==> src/rtl/mul_booth_pipe.sv <==
`default_nettype none
// ============================================================================
// Module   : mul_booth_pipe
// Purpose  : Three-stage pipelined radix-4 Booth / Wallace-tree multiplier.
//            It has a per-beat signed/unsigned mode, valid/ready handshakes
//            on both sides and a sideband tag that travels with each op.
//            S1 holds the Booth partial products.
//            S2 holds the Wallace-tree sum/carry rows.
//            S3 holds the final product, which drives the out_* ports.
// Ports    : clk, rst          clock, synchronous active-high reset
//            in_valid/in_ready operand handshake
//            in_a, in_b        multiplicand / multiplier (WIDTH bits)
//            in_signed         1: two's complement operands, 0: unsigned
//            in_tag            sideband tag (TAG_W bits)
//            out_valid/out_ready product handshake
//            out_prod          exact product (2*WIDTH bits)
//            out_tag           tag of the op that produced out_prod
// Revision : 1.0 - initial release
// ============================================================================
module mul_booth_pipe #(
   parameter int WIDTH = 16,
   parameter int TAG_W = 4
) (
   input  logic                 clk,
   input  logic                 rst,
   input  logic                 in_valid,
   output logic                 in_ready,
   input  logic [WIDTH-1:0]     in_a,
   input  logic [WIDTH-1:0]     in_b,
   input  logic                 in_signed,
   input  logic [TAG_W-1:0]     in_tag,
   output logic                 out_valid,
   input  logic                 out_ready,
   output logic [2*WIDTH-1:0]   out_prod,
   output logic [TAG_W-1:0]     out_tag
);

   localparam int PW  = 2 * WIDTH;     // product width
   localparam int XW  = WIDTH + 2;     // extended operand width
   localparam int NPP = WIDTH / 2 + 1; // number of Booth partial products

   // Number of rows left after each 3:2 reduction level, starting from NPP.
   function automatic int rows_at(input int lvl);
      int n;
      n = NPP;
      for (int k = 0; k < lvl; k++) begin
         n = 2 * (n / 3) + (n % 3);
      end
      return n;
   endfunction

   function automatic int num_levels();
      int n;
      int lv;
      n  = NPP;
      lv = 0;
      while (n > 2) begin
         n  = 2 * (n / 3) + (n % 3);
         lv = lv + 1;
      end
      return lv;
   endfunction

   localparam int NLVL = num_levels();

   // ------------------------------------------------------------------
   // Stage handshake chain: a stage can take new data when it is empty
   // or when its own contents leave this cycle.
   // ------------------------------------------------------------------
   logic v1_q, v2_q, v3_q;
   logic w_en1, w_en2, w_en3;
   logic w_ld1, w_ld2, w_ld3;

   assign w_en3 = !v3_q || out_ready;
   assign w_ld3 = v2_q && w_en3;
   assign w_en2 = !v2_q || w_ld3;
   assign w_ld2 = v1_q && w_en2;
   assign w_en1 = !v1_q || w_ld2;
   assign w_ld1 = in_valid && w_en1;

   assign in_ready = w_en1;

   // ------------------------------------------------------------------
   // Booth radix-4 recoding. The operands are extended to XW bits, so
   // one recoding handles both modes. The mode is folded into the
   // partial products and is not needed downstream.
   // ------------------------------------------------------------------
   logic [XW-1:0] w_ax;
   logic [XW-1:0] w_bx;
   logic [XW:0]   w_bz;    // multiplier with the implicit zero below bit 0
   logic [PW-1:0] w_ax_pw;
   logic [PW-1:0] w_pp [NPP];

   assign w_ax    = {{2{in_signed & in_a[WIDTH-1]}}, in_a};
   assign w_bx    = {{2{in_signed & in_b[WIDTH-1]}}, in_b};
   assign w_bz    = {w_bx, 1'b0};
   assign w_ax_pw = {{(PW-XW){w_ax[XW-1]}}, w_ax};

   generate
      for (genvar i = 0; i < NPP; i++) begin : g_booth
         logic [2:0]    w_trip;
         logic [PW-1:0] w_mag;
         logic [PW-1:0] w_sgn;
         logic          w_neg;

         assign w_trip = w_bz[2*i+2 : 2*i];
         // 100/101/110 select a negative digit; 111 is zero, not -0.
         assign w_neg  = w_trip[2] & ~(w_trip[1] & w_trip[0]);

         always_comb begin
            w_mag = '0;
            case (w_trip)
               3'b001, 3'b010, 3'b101, 3'b110: w_mag = w_ax_pw;
               3'b011, 3'b100:                 w_mag = w_ax_pw << 1;
               default:                        w_mag = '0;
            endcase
         end

         assign w_sgn    = w_neg ? (~w_mag + 1'b1) : w_mag;
         assign w_pp[i]  = w_sgn << (2 * i);
      end
   endgenerate

   // ------------------------------------------------------------------
   // Stage S1 registers
   // ------------------------------------------------------------------
   logic [PW-1:0]    pp_q [NPP];
   logic [TAG_W-1:0] tag1_q;

   always_ff @(posedge clk) begin
      if (w_ld1) begin
         pp_q   <= w_pp;
         tag1_q <= in_tag;
      end
   end

   // ------------------------------------------------------------------
   // Wallace tree: each level compresses every full group of three rows
   // into a sum row and a carry row. Leftover rows pass straight through.
   // Two spare columns keep the constant-index loop bounds in range.
   // ------------------------------------------------------------------
   logic [PW-1:0] w_t [NLVL+1][NPP+2];

   always_comb begin
      for (int l = 0; l <= NLVL; l++) begin
         for (int r = 0; r < NPP + 2; r++) begin
            w_t[l][r] = '0;
         end
      end
      for (int r = 0; r < NPP; r++) begin
         w_t[0][r] = pp_q[r];
      end
      for (int l = 0; l < NLVL; l++) begin
         for (int g = 0; g < NPP / 3; g++) begin
            if (g < rows_at(l) / 3) begin
               w_t[l+1][2*g]   = w_t[l][3*g] ^ w_t[l][3*g+1] ^ w_t[l][3*g+2];
               w_t[l+1][2*g+1] = ((w_t[l][3*g]   & w_t[l][3*g+1]) |
                                  (w_t[l][3*g]   & w_t[l][3*g+2]) |
                                  (w_t[l][3*g+1] & w_t[l][3*g+2])) << 1;
            end
         end
         for (int r = 0; r < 2; r++) begin
            if (r < rows_at(l) % 3) begin
               w_t[l+1][2*(rows_at(l)/3)+r] = w_t[l][3*(rows_at(l)/3)+r];
            end
         end
      end
   end

   // ------------------------------------------------------------------
   // Stage S2 registers
   // ------------------------------------------------------------------
   logic [PW-1:0]    sum_q,   sum_d;
   logic [PW-1:0]    carry_q, carry_d;
   logic [TAG_W-1:0] tag2_q;

   assign sum_d   = w_t[NLVL][0];
   assign carry_d = w_t[NLVL][1];

   always_ff @(posedge clk) begin
      if (w_ld2) begin
         sum_q   <= sum_d;
         carry_q <= carry_d;
         tag2_q  <= tag1_q;
      end
   end

   // ------------------------------------------------------------------
   // Stage S3 registers, valid bits and the output product
   // ------------------------------------------------------------------
   logic [PW-1:0]    prod_q, prod_d;
   logic [TAG_W-1:0] tag3_q;
   logic             v1_d, v2_d, v3_d;

   assign prod_d = sum_q + carry_q;
   assign v1_d   = w_en1 ? in_valid : v1_q;
   assign v2_d   = w_en2 ? v1_q     : v2_q;
   assign v3_d   = w_en3 ? v2_q     : v3_q;

   always_ff @(posedge clk) begin
      if (rst) begin
         v1_q   <= 1'b0;
         v2_q   <= 1'b0;
         v3_q   <= 1'b0;
         prod_q <= '0;
         tag3_q <= '0;
      end else begin
         v1_q <= v1_d;
         v2_q <= v2_d;
         v3_q <= v3_d;
         if (w_ld3) begin
            prod_q <= prod_d;
            tag3_q <= tag2_q;
         end
      end
   end

   assign out_valid = v3_q;
   assign out_prod  = prod_q;
   assign out_tag   = tag3_q;

endmodule
`default_nettype wire
==> config.mk <==
export PLATFORM = sky130hd
export DESIGN_NAME = mul_booth_pipe
export DESIGN_NICKNAME = d
export VERILOG_FILES = /design/src/rtl/mul_booth_pipe.sv
export SDC_FILE = /design/constraint.sdc
export NUM_CORES = 1
export LEC_CHECK = 0
export ABC_AREA = 0
export CAP_MARGIN = 25
export CELL_PAD_IN_SITES_DETAIL_PLACEMENT = 0
export CELL_PAD_IN_SITES_GLOBAL_PLACEMENT = 1
export CORE_MARGIN = 2
export CORE_UTILIZATION = 42
export CTS_CLUSTER_SIZE = 12
export DETAILED_ROUTE_END_ITERATION = 7
export PLACE_DENSITY = 0.68
export SYNTH_ARGS = -nofsm -noshare
export SYNTH_HDL_FRONTEND = slang
export SYNTH_SLANG_ARGS = --single-unit
==> constraint.sdc <==
create_clock -name clk -period 20.3 [get_ports clk]
set_input_delay 6.09 -clock clk [delete_from_list [all_inputs] [get_ports clk]]
set_output_delay 6.09 -clock clk [all_outputs]
set_load 0.1 [all_outputs]
# After elaboration in Yosys (flattened, before gate mapping)
# Cells that the tools add are included.
dict set report op_classes {
  n_bitwise 84
  eq_ne 51
  n_addsub 10
  reduce_logical 26
  muxes 18
}
# cell count
set ops {}
lappend ops {{31-bit AND} 21}
lappend ops {{32-bit bitwise XOR} 14}
lappend ops {{31-bit OR} 14}
lappend ops {{3-bit equality test, second input constant} 24}
lappend ops {{32-bit one-hot mux with 2 select lines} 1}
lappend ops {{30-bit one-hot mux with 2 select lines} 1}
lappend ops {{28-bit one-hot mux with 2 select lines} 1}
lappend ops {{26-bit one-hot mux with 2 select lines} 1}
lappend ops {{3-bit by 2-bit equality test with 1-bit output, second input constant} 16}
lappend ops {{24-bit one-hot mux with 2 select lines} 1}
lappend ops {{22-bit one-hot mux with 2 select lines} 1}
lappend ops {{20-bit one-hot mux with 2 select lines} 1}
lappend ops {{18-bit one-hot mux with 2 select lines} 1}
lappend ops {{32-bit by 1-bit adder with 32-bit output, second input constant} 1}
lappend ops {{32-bit adder} 1}
lappend ops {{32-bit 2-to-1 mux} 1}
lappend ops {{32-bit inverter} 1}
lappend ops {{16-bit one-hot mux with 2 select lines} 1}
lappend ops {{4-bit OR reduction} 8}
lappend ops {{30-bit by 1-bit adder with 30-bit output, second input constant} 1}
lappend ops {{30-bit 2-to-1 mux} 1}
lappend ops {{30-bit inverter} 1}
lappend ops {{28-bit by 1-bit adder with 28-bit output, second input constant} 1}
lappend ops {{28-bit 2-to-1 mux} 1}
lappend ops {{28 further kinds} 74}
dict set report word_totals {
  ff_bits 326
  wordCells 207
  out_inout_bits 38
  in_bits 41
}

# Logic depth before layout (Yosys ltp)
# Gate-level depths: netlist of run 1.
dict set report logic_depth {
  word_depth 12
  mapped_depth 16
  depth_no_buf 12
}

# Worst setup path before layout of run 1
# No wires, ideal clock.
dict set report synth_path {
  path_kind {input port to flip-flop}
  start {input port out_ready}
  end {register pp_q[106] (netlist name) (enable)}
  cell_stages 2
  path_buffers 0
  t_arrival_ps 17113
  setup_slack_ps 2254
  required_ps 19368
  setup_time_ps 932
  cell_sequence {nor2b_1 > a31oi_1}
}
dict set report synth_via {
  elab_chain_cells 6
}
# element line
set synth_lines {}
lappend synth_lines {{start: declaration} 33} ;# input logic out_ready,
lappend synth_lines {{1-bit logical OR} 74} ;# assign w_en3 = !v3_q || out_ready;
lappend synth_lines {{1-bit logical AND} 75} ;# assign w_ld3 = v2_q && w_en3;
lappend synth_lines {{1-bit logical OR} 76} ;# assign w_en2 = !v2_q || w_ld3;
lappend synth_lines {{1-bit logical AND} 77} ;# assign w_ld2 = v1_q && w_en2;
lappend synth_lines {{1-bit logical OR} 78} ;# assign w_en1 = !v1_q || w_ld2;
lappend synth_lines {{1-bit logical AND} 79} ;# assign w_ld1 = in_valid && w_en1;
lappend synth_lines {{net w_ld1} 72} ;# logic w_ld1, w_ld2, w_ld3;
lappend synth_lines {{end signal: assignment} 132} ;# pp_q <= w_pp;
lappend synth_lines {{end: declaration} 127} ;# logic [PW-1:0] pp_q [NPP];
# The timed path passes the listed nets, and every way through them passes these cells.
# A chain may end at the register's enable or synchronous reset.

# Final worst setup path of run 1
dict set report layout_path {
  start {input port out_ready}
  end {output port in_ready}
}
dict set report layout_via {
  elab_chain_cells 5
}
# element line
set layout_lines {}
lappend layout_lines {{1-bit logical OR} 74}
lappend layout_lines {{1-bit logical AND} 75}
lappend layout_lines {{1-bit logical OR} 76}
lappend layout_lines {{1-bit logical AND} 77}
lappend layout_lines {{1-bit logical OR} 78}
lappend layout_lines {{end: declaration} 27} ;# output logic in_ready,
# No other way between the ends.

==> flow_summary_export.csv, run 1 <==
group,metric,value,unit
die,rows,84,
timing,finalCriticalPeriod,14370,ps
power_and_ir_drop,total_leakage_power,0.00954,µW
drt,postRouteAntennaNets,0,
timing,fmax,69.6,MHz
worst_setup_path,critPathCaptureType,"primary output",
synthesis,yosysTopAreaCell,"edfxtp_1",
synthesis,syn-instance-count,2167,
drt,wl_per_cell,23.3,µm
finish,syn2layout_area_growth,11.9,%
cts,path_clk_slew,60,ps
placement,gp_congestion,0.911,
drt,via_per_inst,5.85,
drt,drc,0,
power_and_ir_drop,powerDensity,122,mW/mm²
timing,setup_tns,0,ps
grt,antenna_found_initial,2,
synthesis,ys_ff_latch,321,
power_and_ir_drop,power,3040,µW
synthesis,synth.area.top_cells,"edfxtp_1 (38%), fa_1 (13%), xnor2_1 (4.2%), ha_1 (3.8%), inv_1 (3.5%)",
timing,setup_violations,0,
synthesis,synth-edff-count,282,
outcome,outcome,"finished, final reports clean",
synthesis,syn-cell-area,0.0223,mm²
die,die_w,234,µm
worst_setup_path,max_stage_delay,1010,ps
finish,stdcell_count,2890,
worst_setup_path,start_kind,"input port",
run,cap_violations,0,
worst_setup_path,critical_path_class,"in -> out",
drt,vias,16900,
worst_setup_path,cp.required,14210,ps
worst_setup_path,crit_slowest_cell,"clkdlybuf4s50_1",
synthesis,synth_fp_nets,2421,
synthesis,synth-async-reset-ratio,0,%
grt,track_usage,24.8,%
cts,htreeDepth,2,
grt,grt_pass1_vias,16100,
worst_setup_path,path_cells,"clkdlybuf4s50_1, nor2b_1, nand3_1, clkdlybuf4s50_1",
synthesis,synth_top_cell_area_share,38.0,%
worst_setup_path,crit_arrival,8280,ps
timing,drv_slew,0,
timing,finalClockSkew,26.7,ps
cts,cts_made_buffers,38,
drt,drt_iter0_drc,1892,
cts,insertion_delay,560,ps
finish,final_core_util,47.5,%
grt,grt_pass1_wl,101000,µm
cts,clk_path_buf_depth,3,
worst_hold_path,hold_path.class,"reg -> reg",
cts,cts.sinks,321,
die,die-area,0.0550,mm²
cts,cts_setup_buffers,0,
timing,rsz0062_at_grt,"false",
timing,tightest_slew,1050,ps
die,core,0.0526,mm²
grt,overflow,0,
synthesis,synth_flop_cell,"edfxtp_1",
power_and_ir_drop,ir_drop,0.0607,mV
timing,maxSlewHeadroom,29.7,%
grt,grt_max_degree,81,
placement,dpl.hpwl,47600,µm
synthesis,ys_warn_count,0,
die,die_h,234,µm
finish,nets,2427,
finish,layout-drive-gt1-share,6.91,%
die,start_util,42.5,%
cts,ctsHoldBuffers,0,
worst_setup_path,worstPathMaxFanout,7,
drt,drt-total-wl,67400,µm
cts,tritoncts,"yes",
worst_setup_path,r2r_slack,16890,ps
die,io_pins,79,
synthesis,ys_seq_area_share,41.5,%
drt,dr.pass1.iters,5,
worst_setup_path,worst_path_most_repeated_cell,"clkdlybuf4s50_1",
finish,final_common_cell,"edfxtp_1",
synthesis,ys_types,92,
cts,clockRootBuffer,"clkbuf_16",
cts,cts_resized,0,
synthesis,synth.avg_cell_area,10.3,µm²
placement,io_buffers,78,
timing,period_share,70.8,%
placement,place_inst,2820,
finish,final_cell_mix,"edfxtp_1 (282), inv_1 (209), nand2_1 (196)",
timing,hold_viol_final,0,
sequential cells by signal (all words and copies together) (netlist names):
signal and cells:
out_prod 32, pp_q 216, out_valid 1, sum_q 32, out_tag 4, tag2_q 4
tag1_q 4, carry_q 26, v1_q 1, v2_q 1
critical path: cells and delay by family:
kind / cells / cell delay, ps
buffers and inverters: 2 / 1400
AND/OR/NAND/NOR: 2 / 770
layout make-up:
cell class | instances | area [µm²]
fillers | 4921 | 27600
multi-input cells | 1475 | 11700
flip-flops and latches | 321 | 9250
repair buffers | 124 | 1140
clock buffers | 51 | 1050
well taps | 688 | 861
inverters | 213 | 800
clock inverters | 17 | 198
diodes | 1 | 2.50
cell usage after synthesis, types with 14 or more instances:
master and count:
ha_1 68, buf_1 34, edfxtp_1 282, a21oi_1 137
fa_1 145, o22ai_1 17, a22o_1 24, xnor2_1 106
nor2b_1 17, xor2_1 38, and2_1 34, dfxtp_1 39
nor2_1 111, nand2_1 196, o21ai_0 149, a211oi_1 16
inv_1 209, a31oi_1 27, clkbuf_1 113, a22oi_1 98
nand4_1 14, o32ai_1 14, or3_1 15, nand3_1 21
logic make-up after synthesis:
logic type | Yosys count | synth area share (%)
AND/OR/NAND/NOR | 485 | 10.4
XOR/XNOR | 144 | 5.65
adder cells (fa/ha/maj) | 214 | 16.9
buffers and inverters | 371 | 6.42
AO/OA/AOI/OAI | 619 | 18.6
multiplexers | 13 | 0.611
flip-flops | 321 | 41.5
final timing paths:
check,endpoint,cells past startpoint,start
min reg2reg,tag2_q[1],0,tag1_q[1]
max,in_ready,4,out_ready
min,tag2_q[1],0,tag1_q[1]
max reg2reg,pp_q[61],6,out_valid
report_power, final:
| part | switching [µW] | leakage (µW) | internal [µW] | total [µW] |
|---|---|---|---|---|
| combinational | 854 | 0.00589 | 525 | 1380 |
| clock | 277 | 0.000621 | 416 | 693 |
| sequential | 52.6 | 0.00303 | 920 | 972 |
| total | 1180 | 0.00954 | 1860 | 3040 |
layer usage:
metal / vias to the layer above / share of wire, % / GRT usage [%]
met5: - / 0 / 0
met4: 0 / 2.9 / 7.78
met3: 132 / 7.3 / 3.80
met2: 752 / 45 / 39.0
met1: 8302 / 45 / 35.3
li1: 7729 / - / -
stage by stage:
step / area, µm² / setup WS (ps) / hold WS (ps)
after floorplan: 22300 / 2250 / 400
after global placement: 23700 / 5990 / 403
after detailed placement: 23700 / 5980 / 407
after CTS: 24900 / 5960 / 421
after global routing: 25000 / 5800 / 429
final: 25000 / 5930 / 423
Power figures use the tool's default switching activity.
==> inputs of run 2 (changes only) <==
--- a/config.mk
+++ b/config.mk
@@ -13,7 +13,7 @@
 export CORE_UTILIZATION = 42
 export CTS_CLUSTER_SIZE = 12
 export DETAILED_ROUTE_END_ITERATION = 7
-export PLACE_DENSITY = 0.68
+export PLACE_DENSITY = 0.71
 export SYNTH_ARGS = -nofsm -noshare
 export SYNTH_HDL_FRONTEND = slang
 export SYNTH_SLANG_ARGS = --single-unit
==> constraint.sdc (replaced) <==
create_clock -name clk -period 13.2 [get_ports clk]
set_input_delay 3.96 -clock clk [delete_from_list [all_inputs] [get_ports clk]]
set_output_delay 3.96 -clock clk [all_outputs]
set_load 0.1 [all_outputs]
==> flow_summary_export.csv, run 2 (synthesis results as in run 1) <==
group,metric,value,unit
outcome,outcome,"finished, final reports clean",
cts,htreeDepth,2,
grt,grt_max_degree,82,
finish,nFillCells,4867,
power_and_ir_drop,total_leakage_power,0.00954,µW
timing,rsz0062_at_grt,"false",
cts,ctsHoldBuffers,0,
timing,finalClockSkew,18.5,ps
drt,drt-total-wl,66500,µm
worst_setup_path,r2r_start,"sum_q[7]",
cts,clk_path_buf_depth,3,
drt,drt_iter0_drc,1670,
cts,cts_setup_buffers,0,
worst_hold_path,holdPathStages,0,
finish,final_common_cell,"edfxtp_1",
grt,use_met2,37.7,%
grt,grt_pass1_vias,16100,
grt,grt_use_met3,4.68,%
cts,cts_resized,0,
finish,largest-register,"pp_q",
die,io_pins,79,
grt,globalRouteMet1Util,34.9,%
grt,busiest_layer,"met2",
placement,io_buffers,78,
grt,overflow,0,
worst_setup_path,crit_arrival,6130,ps
die,die-area,0.0550,mm²
die,die_h,234,µm
run,cap_violations,0,
cts,clockRootBuffer,"clkbuf_16",
timing,finalCriticalPeriod,10090,ps
worst_setup_path,critical_path_class,"in -> out",
worst_setup_path,critPathCaptureType,"primary output",
die,start_util,42.5,%
worst_setup_path,start_kind,"input port",
worst_hold_path,hold_start,"pp_q[256]",
worst_setup_path,r2r_end,"out_prod[25]",
finish,layout-drive-gt1-share,6.86,%
finish,nets,2425,
cts,cts_made_buffers,40,
timing,setup_tns,0,ps
drt,via_per_inst,5.84,
worst_hold_path,hold_path_end,"sum_q[0]",
drt,wl_per_cell,23.0,µm
die,core,0.0526,mm²
power_and_ir_drop,powerDensity,188,mW/mm²
worst_setup_path,r2r_slack,10120,ps
cts,insertion_delay,560,ps
drt,postRouteAntennaNets,0,
finish,final_cell_mix,"edfxtp_1 (282), inv_1 (209), nand2_1 (196)",
finish,largest_register_ffs,216,
die,rows,84,
finish,insertedDiodeCount,0,
timing,setup_violations,0,
worst_setup_path,cp.required,9240,ps
worst_setup_path,ff2ff_path_depth,8,
drt,drc,0,
grt,grt_pass1_wl,100000,µm
cts,path_clk_slew,60,ps
cts,tritoncts,"yes",
die,die_w,234,µm
grt,track_usage,24.4,%
placement,gp_congestion,0.908,
power_and_ir_drop,power,4710,µW
timing,tightest_slew,1050,ps
timing,hold_viol_final,0,
placement,dpl.hpwl,47100,µm
timing,drv_slew,0,
drt,vias,16900,
worst_hold_path,hold_path.class,"reg -> reg",
timing,fmax,99.2,MHz
cts,cts.sinks,321,
grt,antenna_found_initial,1,
timing,maxSlewHeadroom,29.9,%
finish,syn2layout_area_growth,12.1,%
power_and_ir_drop,ir_drop,0.109,mV
timing,period_share,76.4,%
worst_setup_path,worstPathMaxFanout,7,
drt,dr.pass1.iters,6,
[run 2: area by class of cell]
class                   count  area, µm²  share of cell area, %
clock buffers              51       1070                   4.29
clock inverters            22        254                   1.02
inverters                 213        800                   3.20
multi-input cells        1475      11700                   46.6
flip-flops and latches    321       9250                   37.0
well taps                 688        861                   3.44
repair buffers            120       1110                   4.42
[run 2: routing by layer]
metal  up-vias  wire length [µm]  share of wire [%]
li1       7716                 -                  -
met1      8320             29500                 44
met2       733             29700                 45
met3        97              5650                8.5
met4         0              1710                2.6
met5         -                 0                  0
[run 2: where the power goes]
group	internal [µW]	switching [µW]
logic	803	1290
clock network	676	436
registers	1410	87.7
total	2890	1820
[run 2: how the worst max path moves through the flow]
stage / cells after the start / from / end / slack [ps]
floorplan: 2 / out_ready / pp_q[106] / 1950
global placement: 4 / out_ready / in_ready / 3170
detailed placement: 4 / out_ready / in_ready / 3120
CTS: 4 / out_ready / in_ready / 3090
global route: 4 / out_ready / in_ready / 3060
finish: 4 / out_ready / in_ready / 3110
[run 2: critical path: stages]
cell and delay [ps]:
clkdlybuf4s50_1 400, nor2b_1 570, nand3_1 190, clkdlybuf4s50_1 1010
[run 2: per-stage QoR]
step / cell area, µm² / utilization (%) / cells / worst slack, ps / hold slack, ps
4_1_cts: 25000 / 47.5 / 2889 / 3090 / 411
3_5_place_dp: 23600 / 45.0 / 2816 / 3120 / 406
2_1_floorplan: 22300 / - / 2167 / 1950 / 400
3_3_place_gp: 23600 / 45.0 / 2816 / 3170 / 403
5_1_grt: 25000 / 47.6 / 2890 / 3060 / 422
6_report: 25000 / 47.6 / 2890 / 3110 / 413
==> variant: new RTL, config.mk and constraints of run 1 <==
Change the parameter `TAG_W` from 4 to 5.
--- a/src/rtl/mul_booth_pipe.sv
+++ b/src/rtl/mul_booth_pipe.sv
@@ -19,7 +19,7 @@
 // ============================================================================
 module mul_booth_pipe #(
    parameter int WIDTH = 16,
-   parameter int TAG_W = 4
+   parameter int TAG_W = 5
 ) (
    input  logic                 clk,
    input  logic                 rst,
Interface: changed (resized in_tag and out_tag); port bits go from 79 to 81. The function was not compared with the original's and may differ.
==> variant against run 1 <==
Synthesized area fell by 0.21%; via count down 3.4%; wire length is 7.1% lower; critical path depth is the same; synthesized cell count shrank 0.92%; cell area fell by 0.58%; global-route usage down 1.5 points; sequential power increased by 2%; power down 1.6%; sequential cell count grew 3; worst setup slack improved by 20 ps.
==> variant: results (changes against run 1) <==
| Metric | Value |
|---|---|
| Status | completed (unchanged) |
| Slew HR | 0.1714 (was 0.2974) |
| Largest net degree at the start of global routing | 190 (was 81) |
| Filler Cell Count | 4,812 (was 4,921) |
| First-pass GRT wire length | 96,440 microns (was 101,300 microns) |
| Number of global-route vias before repair | 15,790 (was 16,110) |
| Clock net power | 0.678 mW (was 0.693 mW) |
| Global route overflow | 0 (unchanged) |
| Post-synth top flop | edfxtp_1 (unchanged) |
| Top cells by count, synth | 284 x edfxtp_1, 206 x inv_1, 204 x nand2_1 (was 282 x edfxtp_1, 209 x inv_1, 196 x nand2_1) |
| Met1 usage | 0.3555 (was 0.3526) |
| Post-DR wirelength/cell | 21.90 microns (was 23.34 microns) |
| RePlAce Congestion | 0.8864 (was 0.9109) |
| Setup WS pre-CTS | 5950 ps (was 5975 ps) |
| Netlist cell types | 91 (was 92) |
| IO Port Bufs | 80 (was 78) |
| Avg Vias per Cell | 5.710 (was 5.853) |
| Nets | 2,401 (was 2,427) |
| M3 GR Usage | 0.03538 (was 0.03803) |
| Setup Skew | 25.42 ps (was 26.73 ps) |
| Yosys reg bits | 324 (was 321) |
| Switching Power | 1.155 mW (was 1.184 mW) |
| Met2 Use GR | 0.3424 (was 0.3903) |
| Post-placement cell area | 23,580 sq um (was 23,680 sq um) |
| Initial DRC count | 1,697 (was 1,892) |
| Post-synth EDFFs | 284 (was 282) |
| Total GRT Usage | 0.2329 (was 0.2479) |
| Data arrival time of the worst path | 8260 ps (was 8280 ps) |
| Pleak | 9.434 nW (was 9.539 nW) |
| Detail Placement HPWL | 44,740 microns (was 47,610 microns) |
| Wire length on met1 | 29,710 microns (was 30,040 microns) |
| Area contributors post-synth | edfxtp_1 38%, fa_1 13%, ha_1 3.8%, dfxtp_1 3.6%, inv_1 3.5% (was edfxtp_1 38%, fa_1 13%, xnor2_1 4.2%, ha_1 3.8%, inv_1 3.5%) |
| Worst hold slack | 416.4 ps (was 423.0 ps) |
| Seq/Total Area, Yosys | 0.4190 (was 0.4146) |
| VDD IR max | 0.00006129 V (was 0.00006068 V) |
| Combinational fraction of design power | 0.444 (was 0.453) |
| Antenna violations before repair | 6 (was 2) |
| Mapped Avg Cell Area | 10.37 sq um (was 10.29 sq um) |
| Pre-antenna DRT Iters | 5 (unchanged) |
| DR top layer | met5 (was met4) |
| Power per cell area | 120.7 nW/um^2 (was 122.0 nW/um^2) |
| WL final | 62,690 microns (was 67,450 microns) |
| R2R Setup Slk | 17,000 ps (was 16,890 ps) |
| Metal2 WL | 26,350 microns (was 30,540 microns) |
| Ant diodes | 0 (was 1) |
| Dpl cells | 2,793 (was 2,820) |
| Share of cells above drive strength 1 | 0.06394 (was 0.06906) |
| Routed wl met3 | 4930 microns (was 4926 microns) |
variant: path summary, 6_finish.rpt:
path / from / to / cells after the start
min: pp_q[257] / sum_q[1] / 0
min reg2reg: pp_q[257] / sum_q[1] / 0
max: out_ready / in_ready / 4
max reg2reg: sum_q[6] / out_prod[30] / 9
variant: worst max-delay path: cells and delay by family:
family	cells	cell delay (ps)
buffers and inverters	2	1420
AND/OR/NAND/NOR	2	750
variant: area by class of cell:
class | instances | area (sq um) | area share
multi-input combinational | 1459 | 11550 | 0.4658
sequential | 324 | 9329 | 0.3760
timing repair buffer | 114 | 1060 | 0.04272
clock buffer | 50 | 1049 | 0.04226
tap | 688 | 860.8 | 0.03470
inverter | 209 | 784.5 | 0.03162
clock inverter | 18 | 171.4 | 0.006909
variant: kinds of logic after synthesis:
group,count (synthesis),synth area share
mux,10,0.004833
simple gates,505,0.1104
xor+xnor,144,0.05733
compound gates,587,0.1761
fa+ha+maj,213,0.1686
buf+inv,364,0.06368
flops,324,0.4190
